## src/rtl/msrv_32_lsu_pkg.sv

```systemverilog
// msrv_32 load/store unit shared definitions.
// funct3 codes, FSM encoding, timeout default and lane helpers.
package msrv_32_lsu_pkg;

    localparam logic [2:0] F3_B  = 3'b000;
    localparam logic [2:0] F3_H  = 3'b001;
    localparam logic [2:0] F3_W  = 3'b010;
    localparam logic [2:0] F3_BU = 3'b100;
    localparam logic [2:0] F3_HU = 3'b101;

    localparam int LSU_TIMEOUT_DEFAULT = 255;

    typedef enum logic [1:0] {
        IDLE   = 2'd0,
        ACCESS = 2'd1,
        FAULT  = 2'd2
    } lsu_state_t;

    function automatic logic lsu_ok(
        input logic       ld,
        input logic       st,
        input logic [2:0] f3,
        input logic [1:0] a
    );
        logic ok;
        ok = 1'b0;
        if (ld ^ st) begin
            case (f3)
                F3_B:    ok = 1'b1;
                F3_H:    ok = !a[0];
                F3_W:    ok = (a == 2'b00);
                F3_BU:   ok = ld;
                F3_HU:   ok = ld && !a[0];
                default: ok = 1'b0;
            endcase
        end
        return ok;
    endfunction

    function automatic logic [31:0] st_data(
        input logic [2:0]  f3,
        input logic [31:0] rs2
    );
        logic [31:0] d;
        case (f3)
            F3_B:    d = {4{rs2[7:0]}};
            F3_H:    d = {2{rs2[15:0]}};
            default: d = rs2;
        endcase
        return d;
    endfunction

    function automatic logic [3:0] st_mask(
        input logic [2:0] f3,
        input logic [1:0] a
    );
        logic [3:0] m;
        case (f3)
            F3_B:    m = 4'b0001 << a;
            F3_H:    m = 4'b0011 << {a[1], 1'b0};
            default: m = 4'b1111;
        endcase
        return m;
    endfunction

endpackage

```

## src/rtl/msrv_32_load_store_unit_load_align.sv

```systemverilog
// msrv_32 load data aligner.
// Picks the addressed byte/halfword and sign- or zero-extends it.
import msrv_32_lsu_pkg::*;

module msrv_32_load_align (
    input  logic [31:0] rd_data,
    input  logic [1:0]  addr,
    input  logic [2:0]  funct3,
    output logic [31:0] data
);

    logic [7:0]  b;
    logic [15:0] h;

    always_comb begin
        b = rd_data[{addr, 3'b000} +: 8];
        h = addr[1] ? rd_data[31:16] : rd_data[15:0];
        case (funct3)
            F3_B:    data = {{24{b[7]}}, b};
            F3_H:    data = {{16{h[15]}}, h};
            F3_BU:   data = {24'd0, b};
            F3_HU:   data = {16'd0, h};
            default: data = rd_data;
        endcase
    end

endmodule

```

## src/rtl/msrv_32_load_store_unit.sv

```systemverilog
// msrv_32 data-memory load/store unit.
// One req/ack bus transaction per accepted request, with fault/timeout.
import msrv_32_lsu_pkg::*;

module msrv_32_load_store_unit #(
    parameter int TIMEOUT_CYCLES = LSU_TIMEOUT_DEFAULT
) (
    input  logic        clk_in,
    input  logic        rst_n_in,
    input  logic        ld_req_in,
    input  logic        st_req_in,
    input  logic [31:0] iadder_in,
    input  logic [31:0] rs2_in,
    input  logic [2:0]  funct3_in,
    output logic        ready_out,
    output logic [31:0] dmem_addr_out,
    output logic        dmem_rd_req_out,
    output logic        dmem_wr_req_out,
    output logic [31:0] dmem_wr_data_out,
    output logic [3:0]  dmem_wr_mask_out,
    input  logic        dmem_ack_in,
    input  logic [31:0] dmem_rd_data_in,
    output logic [31:0] load_data_out,
    output logic        done_out,
    output logic        misaligned_out,
    output logic        bus_err_out
);

    localparam logic [7:0] TO_LAST = 8'(TIMEOUT_CYCLES - 1);

    lsu_state_t  state_q, state_d;
    logic [7:0]  cnt_q, cnt_d;
    logic        ld_q, ld_d;
    logic [1:0]  a_q, a_d;
    logic [2:0]  f3_q, f3_d;
    logic        ready_d, rd_d, wr_d, done_d, mis_d, err_d;
    logic [31:0] addr_d, wdata_d, ldata_d, aligned;
    logic [3:0]  mask_d;

    msrv_32_load_align u_align (
        .rd_data (dmem_rd_data_in),
        .addr    (a_q),
        .funct3  (f3_q),
        .data    (aligned)
    );

    always_comb begin
        state_d = state_q;
        cnt_d   = cnt_q;
        ld_d    = ld_q;
        a_d     = a_q;
        f3_d    = f3_q;
        ready_d = ready_out;
        addr_d  = dmem_addr_out;
        rd_d    = dmem_rd_req_out;
        wr_d    = dmem_wr_req_out;
        wdata_d = dmem_wr_data_out;
        mask_d  = dmem_wr_mask_out;
        ldata_d = load_data_out;
        done_d  = 1'b0;
        mis_d   = 1'b0;
        err_d   = 1'b0;
        unique case (state_q)
            IDLE: begin
                if (ld_req_in || st_req_in) begin
                    ready_d = 1'b0;
                    if (lsu_ok(ld_req_in, st_req_in, funct3_in, iadder_in[1:0])) begin
                        state_d = ACCESS;
                        cnt_d   = 8'd0;
                        ld_d    = ld_req_in;
                        a_d     = iadder_in[1:0];
                        f3_d    = funct3_in;
                        addr_d  = {iadder_in[31:2], 2'b00};
                        rd_d    = ld_req_in;
                        wr_d    = st_req_in;
                        wdata_d = st_data(funct3_in, rs2_in);
                        mask_d  = st_req_in ? st_mask(funct3_in, iadder_in[1:0]) : 4'b0000;
                    end else begin
                        state_d = FAULT;
                        mis_d   = 1'b1;
                    end
                end
            end
            ACCESS: begin
                // ack beats a timeout landing in the same cycle
                if (dmem_ack_in) begin
                    state_d = IDLE;
                    ready_d = 1'b1;
                    rd_d    = 1'b0;
                    wr_d    = 1'b0;
                    done_d  = 1'b1;
                    if (ld_q) ldata_d = aligned;
                end else if (cnt_q == TO_LAST) begin
                    state_d = IDLE;
                    ready_d = 1'b1;
                    rd_d    = 1'b0;
                    wr_d    = 1'b0;
                    err_d   = 1'b1;
                end else begin
                    cnt_d = cnt_q + 8'd1;
                end
            end
            FAULT: begin
                state_d = IDLE;
                ready_d = 1'b1;
            end
            default: begin
                state_d = IDLE;
                ready_d = 1'b1;
            end
        endcase
    end

    always_ff @(posedge clk_in or negedge rst_n_in) begin
        if (!rst_n_in) begin
            state_q          <= IDLE;
            cnt_q            <= 8'd0;
            ld_q             <= 1'b0;
            a_q              <= 2'b00;
            f3_q             <= 3'b000;
            ready_out        <= 1'b1;
            dmem_addr_out    <= 32'd0;
            dmem_rd_req_out  <= 1'b0;
            dmem_wr_req_out  <= 1'b0;
            dmem_wr_data_out <= 32'd0;
            dmem_wr_mask_out <= 4'd0;
            load_data_out    <= 32'd0;
            done_out         <= 1'b0;
            misaligned_out   <= 1'b0;
            bus_err_out      <= 1'b0;
        end else begin
            state_q          <= state_d;
            cnt_q            <= cnt_d;
            ld_q             <= ld_d;
            a_q              <= a_d;
            f3_q             <= f3_d;
            ready_out        <= ready_d;
            dmem_addr_out    <= addr_d;
            dmem_rd_req_out  <= rd_d;
            dmem_wr_req_out  <= wr_d;
            dmem_wr_data_out <= wdata_d;
            dmem_wr_mask_out <= mask_d;
            load_data_out    <= ldata_d;
            done_out         <= done_d;
            misaligned_out   <= mis_d;
            bus_err_out      <= err_d;
        end
    end

endmodule

```

## config.mk

```make
export PLATFORM = sky130hd
export DESIGN_NAME = msrv_32_load_store_unit
export DESIGN_NICKNAME = d
export VERILOG_FILES = /design/src/rtl/msrv_32_lsu_pkg.sv /design/src/rtl/msrv_32_load_store_unit_load_align.sv /design/src/rtl/msrv_32_load_store_unit.sv
export SDC_FILE = /design/constraint.sdc
export NUM_CORES = 1
export LEC_CHECK = 0
export CORE_AREA = 2 2 101 127
export CTS_BUF_LIST = sky130_fd_sc_hd__clkbuf_2 sky130_fd_sc_hd__clkbuf_4 sky130_fd_sc_hd__clkbuf_8
export DETAILED_ROUTE_END_ITERATION = 6
export DIE_AREA = 0 0 103 129
export PLACE_DENSITY_LB_ADDON = 0.25
export RECOVER_POWER = 100
export SLEW_MARGIN = 10
export SYNTH_ARGS = -nofsm -noshare
export SYNTH_HDL_FRONTEND = slang
export SYNTH_HIERARCHICAL = 1
export SYNTH_SLANG_ARGS = --single-unit
```

## constraint.sdc

```tcl
create_clock -name clk_in -period 3.6 [get_ports clk_in]
set_input_delay 0.72 -clock clk_in [delete_from_list [all_inputs] [get_ports clk_in]]
set_output_delay 0.72 -clock clk_in [all_outputs]
set_load 0.02 [all_outputs]
```

# ---- Word-level counts from Yosys, hierarchy flattened
# Index checks and enable logic that the tools add are counted.
dict set report word_totals {
  word_cells 86
  memories 0
  latch_bits 0
  ram_bits 0
  reg_bits 120
  romBits 0
  inputBits 104
}
dict set report classes {
  n_eq_ne 14
  bitwise 1
  multipliers 0
  n_addsub 1
  n_mux 39
  reduce_logical 13
  shift 3
  div_mod_pow 0
  magnitude_cmp 0
}
# operator count
set op_table {}
lappend op_table {{32-bit case mux with 4 select lines} 1}
lappend op_table {{32-bit case mux with 2 select lines} 1}
lappend op_table {{8-bit two-way mux} 4}
lappend op_table {{32-bit by 6-bit variable part select with 8-bit output} 1}
lappend op_table {{1-bit two-way mux} 20}
lappend op_table {{16-bit two-way mux} 1}
lappend op_table {{8-bit case mux with 2 select lines} 1}
lappend op_table {{3-bit == test, second input constant} 4}
lappend op_table {{8-bit by 1-bit adder with 8-bit output, second input constant} 1}
lappend op_table {{8-bit == test, second input constant} 1}
lappend op_table {{2-bit two-way mux} 4}
lappend op_table {{2-bit != test, second input constant} 4}
lappend op_table {{4-bit case mux with 2 select lines} 1}
lappend op_table {{3-bit by 1-bit == test with 1-bit output, second input constant} 2}
lappend op_table {{3-bit zero test} 2}
lappend op_table {{1-bit case mux with 2 select lines} 3}
lappend op_table {{3-bit AND reduction} 2}
lappend op_table {{1-bit case mux with 5 select lines} 1}
lappend op_table {{5-bit AND reduction} 1}
lappend op_table {{2-bit zero test} 2}
lappend op_table {{4-bit two-way mux} 1}
lappend op_table {{2-bit case mux with 2 select lines} 1}
lappend op_table {{4-bit AND reduction} 1}
lappend op_table {{1-bit by 2-bit << shifter with 4-bit output, first input constant} 1}
lappend op_table {{other kinds (10)} 10}

# ---- Depth between registers and ports, before layout
dict set report depth {
  word_depth 9
  ltp_mapped 7
  depth_no_buf 6
}

# ---- Hierarchy
# Netlist, hierarchy kept.
# module seq_area_each_um2 instances cells_per_inst area_per_inst_um2
set by_module_without_submodules {}
lappend by_module_without_submodules {msrv_32_load_store_unit 3004.1 1 369 5172.5}
lappend by_module_without_submodules {msrv_32_load_align 0.0 1 118 760.7}

# ---- Worst setup path before layout
# Ideal clock, no wire load.
dict set report synth_path {
  path_kind {input to register}
  start {in st_req_in}
  end {reg dmem_wr_data_out[3]}
  arrival_ps 2140
  required_ps 3475
  n_path_buf 1
  cell_stages 7
  path_slack_ps 1335
  setup_ps 125
  cell_sequence {inv_1 ha_1 nor3_1 nand3_1 nor2_4 buf_4 mux2_2}
}
dict set report synth_between {
  elab_chain_cells 5
}
# element line
set synth_lines {}
lappend synth_lines {{start: declaration} msrv_32_load_store_unit.sv:11} ;# input logic st_req_in,
lappend synth_lines {{1-bit bitwise XOR} msrv_32_lsu_pkg.sv:27} ;# if (ld ^ st) begin
lappend synth_lines {{1-bit two-way mux} msrv_32_lsu_pkg.sv:27}
lappend synth_lines {{1-bit two-way mux} msrv_32_load_store_unit.sv:65} ;# if (ld_req_in || st_req_in) begin
lappend synth_lines {{1-bit two-way mux} msrv_32_load_store_unit.sv:63} ;# unique case (state_q)
lappend synth_lines {{3-bit AND reduction (no line) *} n/a}
lappend synth_lines {{end signal: assignment} msrv_32_load_store_unit.sv:141} ;# dmem_wr_data_out <= wdata_d;
lappend synth_lines {{end: declaration} msrv_32_load_store_unit.sv:19} ;# output logic [31:0] dmem_wr_data_out,
# Mark *: on every way between the ends. The rest lies on a longest branch, timed or not. The select of a mux whose other input is x is not followed.
# A chain may end at the register's enable or synchronous reset.

# ---- Worst setup path in the final report
dict set report layout_path {
  start {in dmem_ack_in}
  end {reg load_data_out[11]}
}
dict set report layout_between {
  elab_chain_cells 1
}
# element line
set layout_lines {}
lappend layout_lines {{start: declaration} msrv_32_load_store_unit.sv:21} ;# input logic dmem_ack_in,
lappend layout_lines {{3-bit AND reduction (no line)} n/a}
lappend layout_lines {{end signal: assignment} msrv_32_load_store_unit.sv:143} ;# load_data_out <= ldata_d;
lappend layout_lines {{end: declaration} msrv_32_load_store_unit.sv:23} ;# output logic [31:0] load_data_out,
# Every way passes these cells.

==> results_dict.tcl <==
set metrics [dict create \
    outcome "finished with violations" \
    violations "capacitance limit, slew limit" \
    grt_pass1_vias 4739 \
    final_util 0.705 \
    synthesis.area_um2 5930 \
    synth-edff-count 0 \
    yosysWarningCount 6 \
    synthCells 487 \
    cts_max_level 4 \
    synth_top_cell_area_share 0.502 \
    synth_area_leader_cell "dfrtp_1" \
    worstSetupEndpointType "flop" \
    die_w_um 103 \
    critPathLaunchType "input port" \
    final_common_cell "dfrtp_1" \
    drive_gt1_frac 0.216 \
    slew_violations 109 \
    fin_worst_skew_ns 0.00871 \
    via_per_inst 5.34 \
    cts_hold_buf 0 \
    overflow 0 \
    synth.distinct_cells 54 \
    clkPwrFrac 0.191 \
    clock-sinks 120 \
    clock_latency_ns 0.42 \
    cp_slowest_cell "clkbuf_1" \
    cp_slowest_stage_delay_ns 1.29 \
    avgSynthCellArea_um2 12.2 \
    grt_usage 0.231 \
    clk_pin_slew_ns 0.06 \
    power_frac_seq 0.356 \
    dr.pass1.iters 4 \
    layout_common_cells "dfrtp_1, dlygate4sd3_1, mux2_2" \
    area_growth_pct 43.1 \
    power_frac_comb 0.453 \
    die_area_um2 13300 \
    cp.required_ns 3.90 \
    ys_ff_latch 120 \
    io_buffer_count 207 \
    cts_root_buf "clkbuf_8" \
    coreArea_um2 12000 \
    p_switching_mw 2.41 \
    crit_type "in2reg" \
    fin_tns_setup_ns 0 \
    final_cells 872 \
    drv_cap 2 \
    synth-seq-area-share 0.506 \
    async_flop_share 1.00 \
    vdd.ir_drop.worst_mv 0.408 \
    std_cell_rows 45 \
    nFillCells 948 \
    fin_area_um2 8490 \
    post_dp_cell_area_um2 8130 \
    fin_crit_sh 0.861 \
    drc_errors 0 \
    cts_buffers 17 \
    routed_wl_mm 15.3 \
    drtIter0Drc 168 \
    diodes 0 \
    route.vias.total 4658 \
    antenna_left 0 \
    nets 803 \
    ys.flop_type "dfrtp_1" \
    clockBufferDepth 2 \
    grt_max_degree 76 \
    cellLeakagePower_nw 3.80 \
    start_util 0.492 \
    grt_pass1_wl_mm 23.8 \
    post-route-min-period_ns 3.10 \
    maxSlewHeadroom -0.251 \
    synthTopCellsByArea "dfrtp_1, mux2_2, mux2i_1" \
    placed_cells 841 \
    worstHoldPathType "reg2reg" \
    intPower_mw 4.12 \
    ctsResizeCount 0 \
    grt_antenna_before_repair 0 \
    crit_chain "dlygate4sd3_1 -> and2_0 -> nand2_1 -> clkbuf_1 -> mux2_2" \
    post_cts_buffers 0 \
    hold_violations 0 \
    path_max_fanout 32 \
    p_sw_frac 0.369 \
    cts_tree "built" \
    finalSetupViolCount 0 \
    timing.fmax_mhz 323 \
    rsz0062_at_grt "false" \
    die_h_um 129 \
    gp_congestion 0.847 \
    pin_count 210 \
    post-dp-hpwl_mm 11.1 \
    power-per-cell-area_nw_per_um2 769 \
    cp.arrival_ns 3.40 \
    tightest_slew_ns 1.88 \
    wire_per_inst_um 17.5 \
]
==> sequential cells by signal (all words and copies together) (netlist names), 2 cells and up <==
signal and cells:
dmem_wr_data_out 32, cnt_q 8, dmem_wr_mask_out 4, a_q 2
dmem_addr_out 30, f3_q 3, load_data_out 32, state_q 2
==> layer usage <==
| metal | track usage | wire (um) | vias up | share of wire |
|---|---|---|---|---|
| met5 | 0 | 0 | - | 0 |
| met4 | 0.0967 | 386 | 0 | 0.025 |
| met3 | 0.0717 | 996 | 29 | 0.065 |
| met2 | 0.387 | 7980 | 177 | 0.52 |
| met1 | 0.275 | 5940 | 2278 | 0.39 |
| li1 | - | - | 2174 | - |
==> logic make-up (layout without fill, tap and decap cells) <==
group                    Yosys count  count (layout)  share of synthesized area
AO/OA/AOI/OAI                     70              70                     0.0816
XOR/XNOR                           1               1                    0.00148
adder cells (fa/ha/maj)            3               3                    0.00633
buffers and inverters             44             264                     0.0390
flip-flops                       120             120                      0.506
multiplexers                     143             143                      0.269
other                              1               2                   0.000632
AND/OR/NAND/NOR                  105             105                     0.0960
==> synthesized netlist by cell type (2+ instances only) <==
master	n
o22ai_1	2
nand2b_1	3
nor2b_1	11
a21oi_1	19
a31oi_1	2
nor3_1	6
buf_2	8
nand3b_1	9
o22a_1	8
and2_1	4
o21ai_0	15
mux2_2	104
clkbuf_1	7
buf_4	9
dfrtp_1	119
nand3_1	21
mux2i_1	22
ha_1	3
buf_6	3
nor2_1	9
nand2_1	31
inv_1	16
mux2_1	16
o211ai_1	9
o31ai_1	2
==> power groups by stage <==
stage	combinational [mW]	sequential (mW)	clock, mW
floorplan	1.13	2.91	0
global placement	3.10	2.33	0
detailed placement	3.17	2.36	0
CTS	3.18	2.35	1.27
global route	3.16	2.40	1.33
finish	2.96	2.32	1.25
==> critical path, delay by kind of cell <==
family | cells | cell delay (ns)
simple gates | 2 | 0.33
mux | 1 | 0.45
buf+inv | 2 | 1.89
==> worst paths after layout <==
path | slack [ns] | cells after the start | to | startpoint
setup / recovery | 0.50 | 5 | load_data_out[11] | dmem_ack_in
hold reg to reg | 0.49 | 1 | dmem_addr_out[21] | dmem_addr_out[21]
setup reg to reg | 0.71 | 5 | load_data_out[11] | state_q[0]
max in group asynchronous | 0.98 | 2 | dmem_addr_out[13] | rst_n_in
hold / removal | 0.49 | 1 | dmem_addr_out[21] | dmem_addr_out[21]
min in group asynchronous | 0.81 | 1 | dmem_wr_mask_out[0] | rst_n_in
==> area by class of cell <==
class / count / area [um2] / area share
flip-flops and latches: 120 / 3000 / 0.354
multi-input cells: 324 / 2670 / 0.314
repair buffers: 217 / 2140 / 0.252
clock buffers: 24 / 324 / 0.0382
well taps: 164 / 205 / 0.0242
clock inverters: 7 / 90.1 / 0.0106
inverters: 16 / 60.1 / 0.00707
==> metrics by stage <==
stage	hold WS (ns)	setup slack (ns)	power [mW]
2_1_floorplan	0.424	1.34	4.03
3_3_place_gp	0.467	0.481	5.43
3_5_place_dp	0.476	0.317	5.53
4_1_cts	0.464	0.759	6.81
5_1_grt	0.511	0.348	6.89
6_report	0.488	0.500	6.52
(Power assumes the default switching activity.)
